### src/rtl/uartrx_fifo_if.sv
// Consumer-side bus of the buffered UART receiver.
//   master : the reader (I/O interface) - drives rd_en / clear_errors
//   slave  : the receiver FIFO          - drives data, occupancy and sticky flags
// Signals:
//   rd_en          pop head entry (ignored when empty)
//   rd_data        head entry, 8'h00 when empty (first-word-fall-through)
//   empty / full   occupancy flags
//   count          stored entries (0 .. 2^DepthBitWidth)
//   overrun        sticky: byte dropped because FIFO was full
//   framing_error  sticky: stop bit sampled low
//   clear_errors   clears both sticky flags
interface uartrx_fifo_if #(
  parameter int unsigned DepthBitWidth = 4
);
  logic                   rd_en;
  logic                   clear_errors;
  logic [7:0]             rd_data;
  logic                   empty;
  logic                   full;
  logic [DepthBitWidth:0] count;
  logic                   overrun;
  logic                   framing_error;

  modport master (
    output rd_en, clear_errors,
    input  rd_data, empty, full, count, overrun, framing_error
  );

  modport slave (
    input  rd_en, clear_errors,
    output rd_data, empty, full, count, overrun, framing_error
  );
endinterface

### src/rtl/uartrx_fifo.sv
// Buffered 8N1 UART receiver with a first-word-fall-through byte FIFO.
// Ports:
//   clk    system clock, rising edge
//   rst_n  asynchronous active-low reset
//   rx     serial line (idle high), asynchronous to clk
//   bus    uartrx_fifo_if.slave : rd_en, rd_data, empty, full, count,
//          overrun, framing_error, clear_errors
module uartrx_fifo #(
  parameter int unsigned ClockFrequencyHz = 20_250_000,
  parameter int unsigned BaudRate         = 9600,
  parameter int unsigned DepthBitWidth    = 4
) (
  input  logic           clk,
  input  logic           rst_n,
  input  logic           rx,
  uartrx_fifo_if.slave   bus
);

  localparam int unsigned BitTime = ClockFrequencyHz / BaudRate;
  localparam int unsigned CntW    = $clog2(BitTime);
  localparam int unsigned Depth   = 1 << DepthBitWidth;

  localparam logic [CntW-1:0]        HalfLoad  = CntW'(BitTime / 2 - 1);
  localparam logic [CntW-1:0]        FullLoad  = CntW'(BitTime - 1);
  localparam logic [DepthBitWidth:0] CountFull = (DepthBitWidth + 1)'(Depth);

  typedef enum logic [1:0] {
    IDLE,
    START,
    DATA,
    STOP
  } state_t;

  // ---------------------------------------------------------------- sync
  logic rx_meta;
  logic rx_sync;

  always_ff @(posedge clk or negedge rst_n) begin
    if (!rst_n) begin
      rx_meta <= 1'b1;
      rx_sync <= 1'b1;
    end else begin
      rx_meta <= rx;
      rx_sync <= rx_meta;
    end
  end

  // ---------------------------------------------------------------- receiver
  state_t          state;
  logic [CntW-1:0] bit_cnt;
  logic [2:0]      bit_idx;
  logic [7:0]      shreg;

  always_ff @(posedge clk or negedge rst_n) begin
    if (!rst_n) begin
      state   <= IDLE;
      bit_cnt <= '0;
      bit_idx <= '0;
      shreg   <= '0;
    end else begin
      case (state)
        IDLE: begin
          if (!rx_sync) begin
            state   <= START;
            bit_cnt <= HalfLoad;
          end
        end
        START: begin
          if (bit_cnt == '0) begin
            if (!rx_sync) begin
              state   <= DATA;
              bit_cnt <= FullLoad;
              bit_idx <= '0;
            end else begin
              state <= IDLE;
            end
          end else begin
            bit_cnt <= bit_cnt - 1'b1;
          end
        end
        DATA: begin
          if (bit_cnt == '0) begin
            shreg[bit_idx] <= rx_sync;
            bit_cnt        <= FullLoad;
            bit_idx        <= bit_idx + 1'b1;
            if (bit_idx == 3'd7) state <= STOP;
          end else begin
            bit_cnt <= bit_cnt - 1'b1;
          end
        end
        STOP: begin
          if (bit_cnt == '0) state <= IDLE;
          else               bit_cnt <= bit_cnt - 1'b1;
        end
        default: state <= IDLE;
      endcase
    end
  end

  // Stop-bit sample instant, decoded from state so the push lands in the
  // same cycle the FSM returns to IDLE.
  logic stop_done;
  logic push_req;
  logic frame_bad;

  assign stop_done = (state == STOP) && (bit_cnt == '0);
  assign push_req  = stop_done && rx_sync;
  assign frame_bad = stop_done && !rx_sync;

  // ---------------------------------------------------------------- fifo
  logic [7:0]               mem [Depth];
  logic [DepthBitWidth-1:0] wr_ptr;
  logic [DepthBitWidth-1:0] rd_ptr;
  logic [DepthBitWidth:0]   count_q;
  logic                     overrun_q;
  logic                     ferr_q;
  logic                     is_empty;
  logic                     is_full;
  logic                     do_pop;
  logic                     do_push;
  logic                     drop;

  assign is_empty = (count_q == '0);
  assign is_full  = (count_q == CountFull);
  assign do_pop   = bus.rd_en && !is_empty;
  // A pop in the same cycle frees a slot, so a full FIFO still accepts.
  assign do_push  = push_req && (!is_full || do_pop);
  assign drop     = push_req && is_full && !do_pop;

  always_ff @(posedge clk) begin
    if (do_push) mem[wr_ptr] <= shreg;
  end

  always_ff @(posedge clk or negedge rst_n) begin
    if (!rst_n) begin
      wr_ptr    <= '0;
      rd_ptr    <= '0;
      count_q   <= '0;
      overrun_q <= 1'b0;
      ferr_q    <= 1'b0;
    end else begin
      if (do_push) wr_ptr <= wr_ptr + 1'b1;
      if (do_pop)  rd_ptr <= rd_ptr + 1'b1;
      case ({do_push, do_pop})
        2'b10:   count_q <= count_q + 1'b1;
        2'b01:   count_q <= count_q - 1'b1;
        default: count_q <= count_q;
      endcase
      // Event after clear: a coincident error leaves the flag set.
      if (bus.clear_errors) begin
        overrun_q <= 1'b0;
        ferr_q    <= 1'b0;
      end
      if (drop)      overrun_q <= 1'b1;
      if (frame_bad) ferr_q    <= 1'b1;
    end
  end

  assign bus.rd_data       = is_empty ? 8'h00 : mem[rd_ptr];
  assign bus.empty         = is_empty;
  assign bus.full          = is_full;
  assign bus.count         = count_q;
  assign bus.overrun       = overrun_q;
  assign bus.framing_error = ferr_q;

endmodule

### src/flat_wrapper.sv
// flat-port wrapper written by rule: the top's interface ports become plain ports
module uartrx_fifo_flat 
#(
  parameter int unsigned ClockFrequencyHz = 20_250_000,
  parameter int unsigned BaudRate         = 9600,
  parameter int unsigned DepthBitWidth    = 4
)
  (clk, rst_n, rx, bus_rd_en, bus_clear_errors, bus_rd_data, bus_empty, bus_full, bus_count, bus_overrun, bus_framing_error);
  uartrx_fifo_if #(.DepthBitWidth(DepthBitWidth)) bus_i ();
  input  logic clk;
  input  logic rst_n;
  input  logic rx;
  input wire logic [$bits(bus_i.rd_en)-1:0] bus_rd_en;
  input wire logic [$bits(bus_i.clear_errors)-1:0] bus_clear_errors;
  output wire logic [$bits(bus_i.rd_data)-1:0] bus_rd_data;
  output wire logic [$bits(bus_i.empty)-1:0] bus_empty;
  output wire logic [$bits(bus_i.full)-1:0] bus_full;
  output wire logic [$bits(bus_i.count)-1:0] bus_count;
  output wire logic [$bits(bus_i.overrun)-1:0] bus_overrun;
  output wire logic [$bits(bus_i.framing_error)-1:0] bus_framing_error;
  assign bus_i.rd_en = bus_rd_en;
  assign bus_i.clear_errors = bus_clear_errors;
  assign bus_rd_data = bus_i.rd_data;
  assign bus_empty = bus_i.empty;
  assign bus_full = bus_i.full;
  assign bus_count = bus_i.count;
  assign bus_overrun = bus_i.overrun;
  assign bus_framing_error = bus_i.framing_error;
  uartrx_fifo #(.ClockFrequencyHz(ClockFrequencyHz), .BaudRate(BaudRate), .DepthBitWidth(DepthBitWidth)) u_core (.clk(clk), .rst_n(rst_n), .rx(rx), .bus(bus_i));
endmodule
### config.mk
export PLATFORM = sky130hd
export DESIGN_NAME = uartrx_fifo_flat
export DESIGN_NICKNAME = d
export VERILOG_FILES = /design/src/rtl/uartrx_fifo_if.sv /design/src/rtl/uartrx_fifo.sv /design/src/flat_wrapper.sv
export SDC_FILE = /design/constraint.sdc
export NUM_CORES = 1
export LEC_CHECK = 0
export ABC_AREA = 0
export BUFFER_PORTS_ARGS = -buffer_cell sky130_fd_sc_hd__buf_2
export CORE_UTILIZATION = 62
export DETAILED_ROUTE_END_ITERATION = 8
export HOLD_SLACK_MARGIN = 0.02
export PLACE_DENSITY = 0.79
export SLEW_MARGIN = 20
export SYNTH_ARGS = -nofsm -noshare
export SYNTH_HDL_FRONTEND = slang
export SYNTH_SLANG_ARGS = --single-unit
### constraint.sdc
create_clock -name clk -period 3.4 [get_ports clk]
set_input_delay 0.34 -clock clk [delete_from_list [all_inputs] [get_ports clk]]
set_output_delay 0.34 -clock clk [all_outputs]
set_load 0.01 [all_outputs]
---- Word level (Yosys, flattened, before mapping) ----
Memories as Yosys holds them, arrays and structs flattened.
Index checks and enable logic that the tools add are counted.
Widths: inputs -> output; s select.
operators by class
  bitwise logic cells ..................... 0
  order comparisons ....................... 2
  eq/ne operators ......................... 15
  reduce and logical (&&, ||, !) cells .... 24
  shifts and indexed selects .............. 0
  $mul .................................... 0
  divide/modulo/power cells ............... 0
  multiplexer cells ....................... 27
  add/sub/neg operators ................... 6
operators by type and width
  cell                   number
  $mux 12                5
  $pmux 12 s4            1
  $logic_not 12->1       1
  $mux 2                 6
  $sub 12x1->12 const B  1
  $pmux 5 s2             1
  $mux 3                 3
  $add 4x1->4 const B    2
  $bwmux 8               1
  $logic_and 1x1->1      8
  $mux 8                 1
  $ne 2x1->1 const B     4
  $pmux 2 s4             1
  $reduce_bool 2->1      4
  $eq 2x2->1 const B     3
  $mux 1                 6
  $ne 2x2->1 const B     3
  $pmux 3 s2             1
  $add 5x1->5 const B    1
  $eq 5x5->1 const B     1
  $logic_not 5->1        1
  $reduce_and 5->1       1
  $sub 5x1->5 const B    1
  $eq 2x1->1 const B     2
  other kinds (12)       15
storage, ports and cells
  memories kept ........................... 1
  bits in latches ......................... 0
  bits in read-only memories .............. 0
  output and inout port bits .............. 17
  flip-flop bits (word level) ............. 42
  memory bits (writable) .................. 128
memories
  memory      words  width  read ports  clocked after memory_dff  write ports  line                RTL
  u_core.mem  16     8      1           0                         1            uartrx_fifo.sv:111  logic [7:0] mem [Depth];

---- Logic depth before layout (Yosys ltp) ----
  depth after elaboration ................. 7
  mapped depth ............................ 11

---- Worst setup path after synthesis ----
Ideal clock, no wire load.
  kind .................................... register to register
  start ................................... register u_core.bit_cnt[6]
  end ..................................... register u_core.count_q[4] (netlist: u_core.bus.count[4])
  path slack .............................. 627 ps
  path buffers ............................ 1
  data required time ...................... 3272 ps
  arrival time ............................ 2645 ps
  library setup time ...................... 128 ps
  cell stages (with the launch flop) ...... 11
  path through ............................ dfrtp_1 -> buf_2 -> or4_1 -> nor4_4 -> a31oi_4 -> xor2_1 -> ha_1 -> or3_1 -> a21oi_1 -> o22ai_1 -> xnor2_1
between the ends
  longest elaborated chain between the ends .. 6
  elaborated cells on any way between the ends .. 8
  classes of those cells .................. eq/ne (2); mux (1); reduce/logical (5)
ends and longest elaborated chain
  element                                                 line                RTL
  from (decl)                                             uartrx_fifo.sv:50   logic [CntW-1:0] bit_cnt;
  from (signal assigned)                                  uartrx_fifo.sv:65   bit_cnt <= HalfLoad;
  from (signal assigned)                                  uartrx_fifo.sv:72   bit_cnt <= FullLoad;
  from (signal assigned)                                  uartrx_fifo.sv:78   bit_cnt <= bit_cnt - 1'b1;
  $logic_not 12->1 (*)                                    uartrx_fifo.sv:106  assign stop_done = (state == STOP) && (bit_cnt == '0);
  $logic_and 1x1->1 (*)                                   uartrx_fifo.sv:106
  $logic_and 1x1->1 (*)                                   uartrx_fifo.sv:107  assign push_req = stop_done && rx_sync;
  $logic_and 1x1->1 (*)                                   uartrx_fifo.sv:127  assign do_push = push_req && (!is_full || do_pop);
  $eq 2x1->1 / $eq 2x2->1 (equally long branches)         uartrx_fifo.sv:144  case ({do_push, do_pop})
  $pmux 5 s2 / $reduce_bool 2->1 (equally long branches)  -
  to (signal assigned)                                    uartrx_fifo.sv:145  2'b10: count_q <= count_q + 1'b1;
  to (signal assigned)                                    uartrx_fifo.sv:146  2'b01: count_q <= count_q - 1'b1;
  to (signal assigned)                                    uartrx_fifo.sv:147  default: count_q <= count_q;
  to (decl)                                               uartrx_fifo.sv:114  logic [DepthBitWidth:0] count_q;
Mark *: on every way between the ends. The rest lies on a longest branch, timed or not.
A chain may end at the register's enable or synchronous reset.

---- Worst setup path after layout ----
  start ................................... register u_core.rd_ptr[0]
  end ..................................... output port bus_rd_data[7]
between the ends
  longest elaborated chain between the ends .. 2
ends and longest elaborated chain
  element                 line                RTL
  from (decl)             uartrx_fifo.sv:113  logic [DepthBitWidth-1:0] rd_ptr;
  from (signal assigned)  uartrx_fifo.sv:143  if (do_pop) rd_ptr <= rd_ptr + 1'b1;
  $mem_v2 16x8            -
  $mux 8                  uartrx_fifo.sv:159  assign bus.rd_data = is_empty ? 8'h00 : mem[rd_ptr];
  to (decl)               flat_wrapper.sv:15  output wire logic [$bits(bus_i.rd_data)-1:0] bus_rd_data;
No other way between the ends.

==> results_dict.tcl <==
set metrics [dict create \
    synth-edff-count 128 \
    dr_wl_met2_mm 7.078 \
    antenna_found_initial 0 \
    grt_pass1_wl_mm 22.43 \
    clkLatencyLatePin_ns 0.42 \
    fmax_mhz 325.4 \
    violations "DRC" \
    ctsResizeCount 0 \
    synth.avg_cell_area_sq_um 16.78 \
    vias 4014 \
    num_rows 39 \
    tritoncts "done" \
    maxCapViolations 0 \
    synth_fp_nets 463 \
    ys_types 60 \
    worst_setup_path_end_kind "primary output" \
    diodes 0 \
    arrival_ns 2.73 \
    met1Wirelength_mm 5.882 \
    initial_utilization_pct 64.42 \
    synthCells 442 \
    numClockSinks 170 \
    cp.required_ns 3.06 \
    first_global_vias 4001 \
    synth-async-reset-ratio_pct 24.71 \
    hold_viol 0 \
    fin_setup_tns_ns 0 \
    relSlewSlack_pct 36.56 \
    dp.cells 598 \
    dieHeight_um 111.4 \
    clock_skew_ns 0.006335 \
    fin_cells 629 \
    synth_top_family_by_area "multiplexers" \
    critical_path.startpoint_type "register" \
    grt_setup_unrepaired "no" \
    routed_wl_mm 13.89 \
    portBuffers 21 \
    finalPower_w 0.004973 \
    status "finished with violations" \
    period_minus_slack_ns 3.073 \
    avgViaCountPerCell 6.382 \
    gp_congestion 0.8675 \
    wire_per_inst_um 22.08 \
    slew_violations 0 \
    top_layer "met4" \
    ios 22 \
    power_density_mw_per_mm2 600.3 \
    leakagePower_nw 3.275 \
    vdd_drop_max_uv 408.0 \
    ant_nets 0 \
    track_usage_pct 24.79 \
    critical_path.max_fanout 13 \
    syn2layout_area_growth_pct 11.65 \
    synth_adder_area_share_pct 2.699 \
    wl_met3_um 775 \
    core_sq_mm 0.01152 \
    h-tree-depth 4 \
    synth_seq_area_share_pct 66.01 \
    ys_ff_latch 170 \
    synth-xor-area-share_pct 1.181 \
    yosysWarnings 0 \
    final_common_cell "edfxtp_1" \
    synth-main-ff-cell "edfxtp_1" \
    drtIter0Drc 397 \
    synthSimpleGateAreaFrac_pct 9.007 \
    finalSetupViolCount 0 \
    drtPass1Iterations 7 \
    drc 2 \
    grt_max_degree 43 \
    worst_pin_slew_ns 0.9516 \
    clockBufferDepth 2 \
    cts_setup_buffers 0 \
    min_path_type "in2async" \
    synth.mux.area_fraction_pct 13.66 \
    fin_crit_sh_pct 90.37 \
    dp.final_hpwl_mm 9.086 \
    critPathKind "reg2out" \
    fillCellCount 695 \
    cts.clk_slew.worst_paths_ns 0.06 \
    die-area_sq_mm 0.01241 \
    postCtsHoldBufs 1 \
    gr-total-overflow 0 \
    synth_area_sq_mm 0.007418 \
    cts-buffers-inserted 17 \
    nets 496 \
    drive_gt1_share_pct 24.28 \
    clockRootBuffer "clkbuf_16" \
    synth_compound_area_share_pct 5.819 \
    dieWidth_um 111.4 \
    final_cell_mix "edfxtp_1 (128), mux4_2 (40), dfrtp_1 (39), buf_2 (21), nand2_1 (20)" \
]
[per-layer routing]
layer / global-route usage, % / vias up
li1: - / 1806
met4: 8.108 / 0
met1: 34.02 / 2062
met2: 40.21 / 134
met3: 5.444 / 12
met5: 0 / -
[worst paths after layout]
check                             startpoint  depth (start not counted)                   to  slack [ns]
max                         u_core.rd_ptr[0]                          5       bus_rd_data[7]        0.33
min                                    rst_n                          1  u_core.bus.count[2]        0.07
max reg2reg                u_core.bit_cnt[5]                          5     u_core.mem[9][1]        0.49
min reg2reg                   u_core.rx_meta                          0       u_core.rx_sync        0.36
max in group asynchronous              rst_n                          1     u_core.rd_ptr[0]        2.69
min in group clk            bus_clear_errors                          2   u_core.bus.overrun        0.12
[final cells by class]
cell class                 instances  area [sq um]  area share (%)
clock buffer                      20         436.7           5.272
clock inverter                    10         127.6           1.541
inverter                          14         52.55          0.6344
multi-input combinational        242          2401           28.99
sequential                       170          4898           59.14
tap                              143         178.9           2.160
timing repair buffer              30         187.7           2.266
[cell usage after synthesis, types with 2 or more instances]
cell type,n,area (sq um)
and3_1,2,12.51
buf_1,2,7.510
clkbuf_1,8,30.03
buf_2,6,30.03
nor2_1,19,71.32
nor3_1,5,25.02
o31ai_1,2,15.01
dfstp_2,2,52.55
a21oi_1,9,45.04
nand2b_1,3,18.77
o21ai_1,2,10.01
a31oi_1,2,12.51
o22ai_1,2,12.51
nor3b_2,4,50.05
o2bb2ai_1,2,17.52
dfrtp_1,40,1001
o21a_1,4,30.03
nand3b_1,4,30.03
o22a_1,5,43.79
nor4_1,4,25.02
mux4_2,40,900.9
nor4_2,2,25.02
ha_1,16,200.2
a22o_1,5,43.79
a22oi_1,2,15.01
mux2_2,5,56.30
nor3b_1,2,15.01
or2_2,3,18.77
nand3_1,3,15.01
nand2_1,20,75.07
nor2b_1,12,75.07
mux2_1,5,56.30
edfxtp_1,128,3844
xnor2_1,9,78.83
a21boi_0,2,15.01
o211ai_1,2,15.01
nand4_1,3,18.77
inv_1,14,52.55
and2_1,14,87.58
or4_1,2,15.01
o21ai_0,7,35.03
[power breakdown]
| part | switching (W) | internal [W] |
|---|---|---|
| Combinational | 0.000321 | 0.000351 |
| Clock | 0.000721 | 0.00114 |
| Sequential | 0.000176 | 0.00227 |
| Total | 0.00122 | 0.00376 |
[worst max-delay path, cell delays in order (launching register included)]
cell and delay, ns:
dfrtp_2 0.66, buf_4 0.34, mux4_2 0.55, mux4_2 0.46, nor2b_1 0.16, buf_2 0.14
[sequential cells by signal, summed over array words and instances, names as in the netlist, named ones only]
| name | count |
|---|---|
| u_core.bus.overrun | 1 |
| u_core.rd_ptr | 4 |
| u_core.bus.framing_error | 1 |
| u_core.shreg | 8 |
| u_core.bit_cnt | 12 |
| u_core.bus.count | 5 |
| u_core.mem | 128 |
| u_core.rx_sync | 1 |
| u_core.bit_idx | 3 |
| u_core.rx_meta | 1 |
| u_core.state | 1 |
| u_core.wr_ptr | 4 |
[stage by stage]
step	util (%)	area (sq um)	hold slack, ns	setup WS (ns)
3_3_place_gp	66.94	7709	0.3468	0.6495
5_1_grt	71.93	8283	0.1297	0.1956
6_report	71.93	8283	0.06693	0.3273
2_1_floorplan	-	7418	0.04441	0.6267
3_5_place_dp	66.94	7709	0.3470	0.5320
4_1_cts	71.93	8283	0.08785	0.2594
[cells by family (layout without fill, tap and decap cells)]
| logic type | Yosys count | after routing |
|---|---|---|
| fa+ha+maj | 16 | 16 |
| xor+xnor | 10 | 10 |
| mux | 50 | 50 |
| compound gates | 56 | 56 |
| simple gates | 110 | 110 |
| flops | 170 | 170 |
| buf+inv | 30 | 74 |
Note: power is estimated with default switching activity, not from simulation.
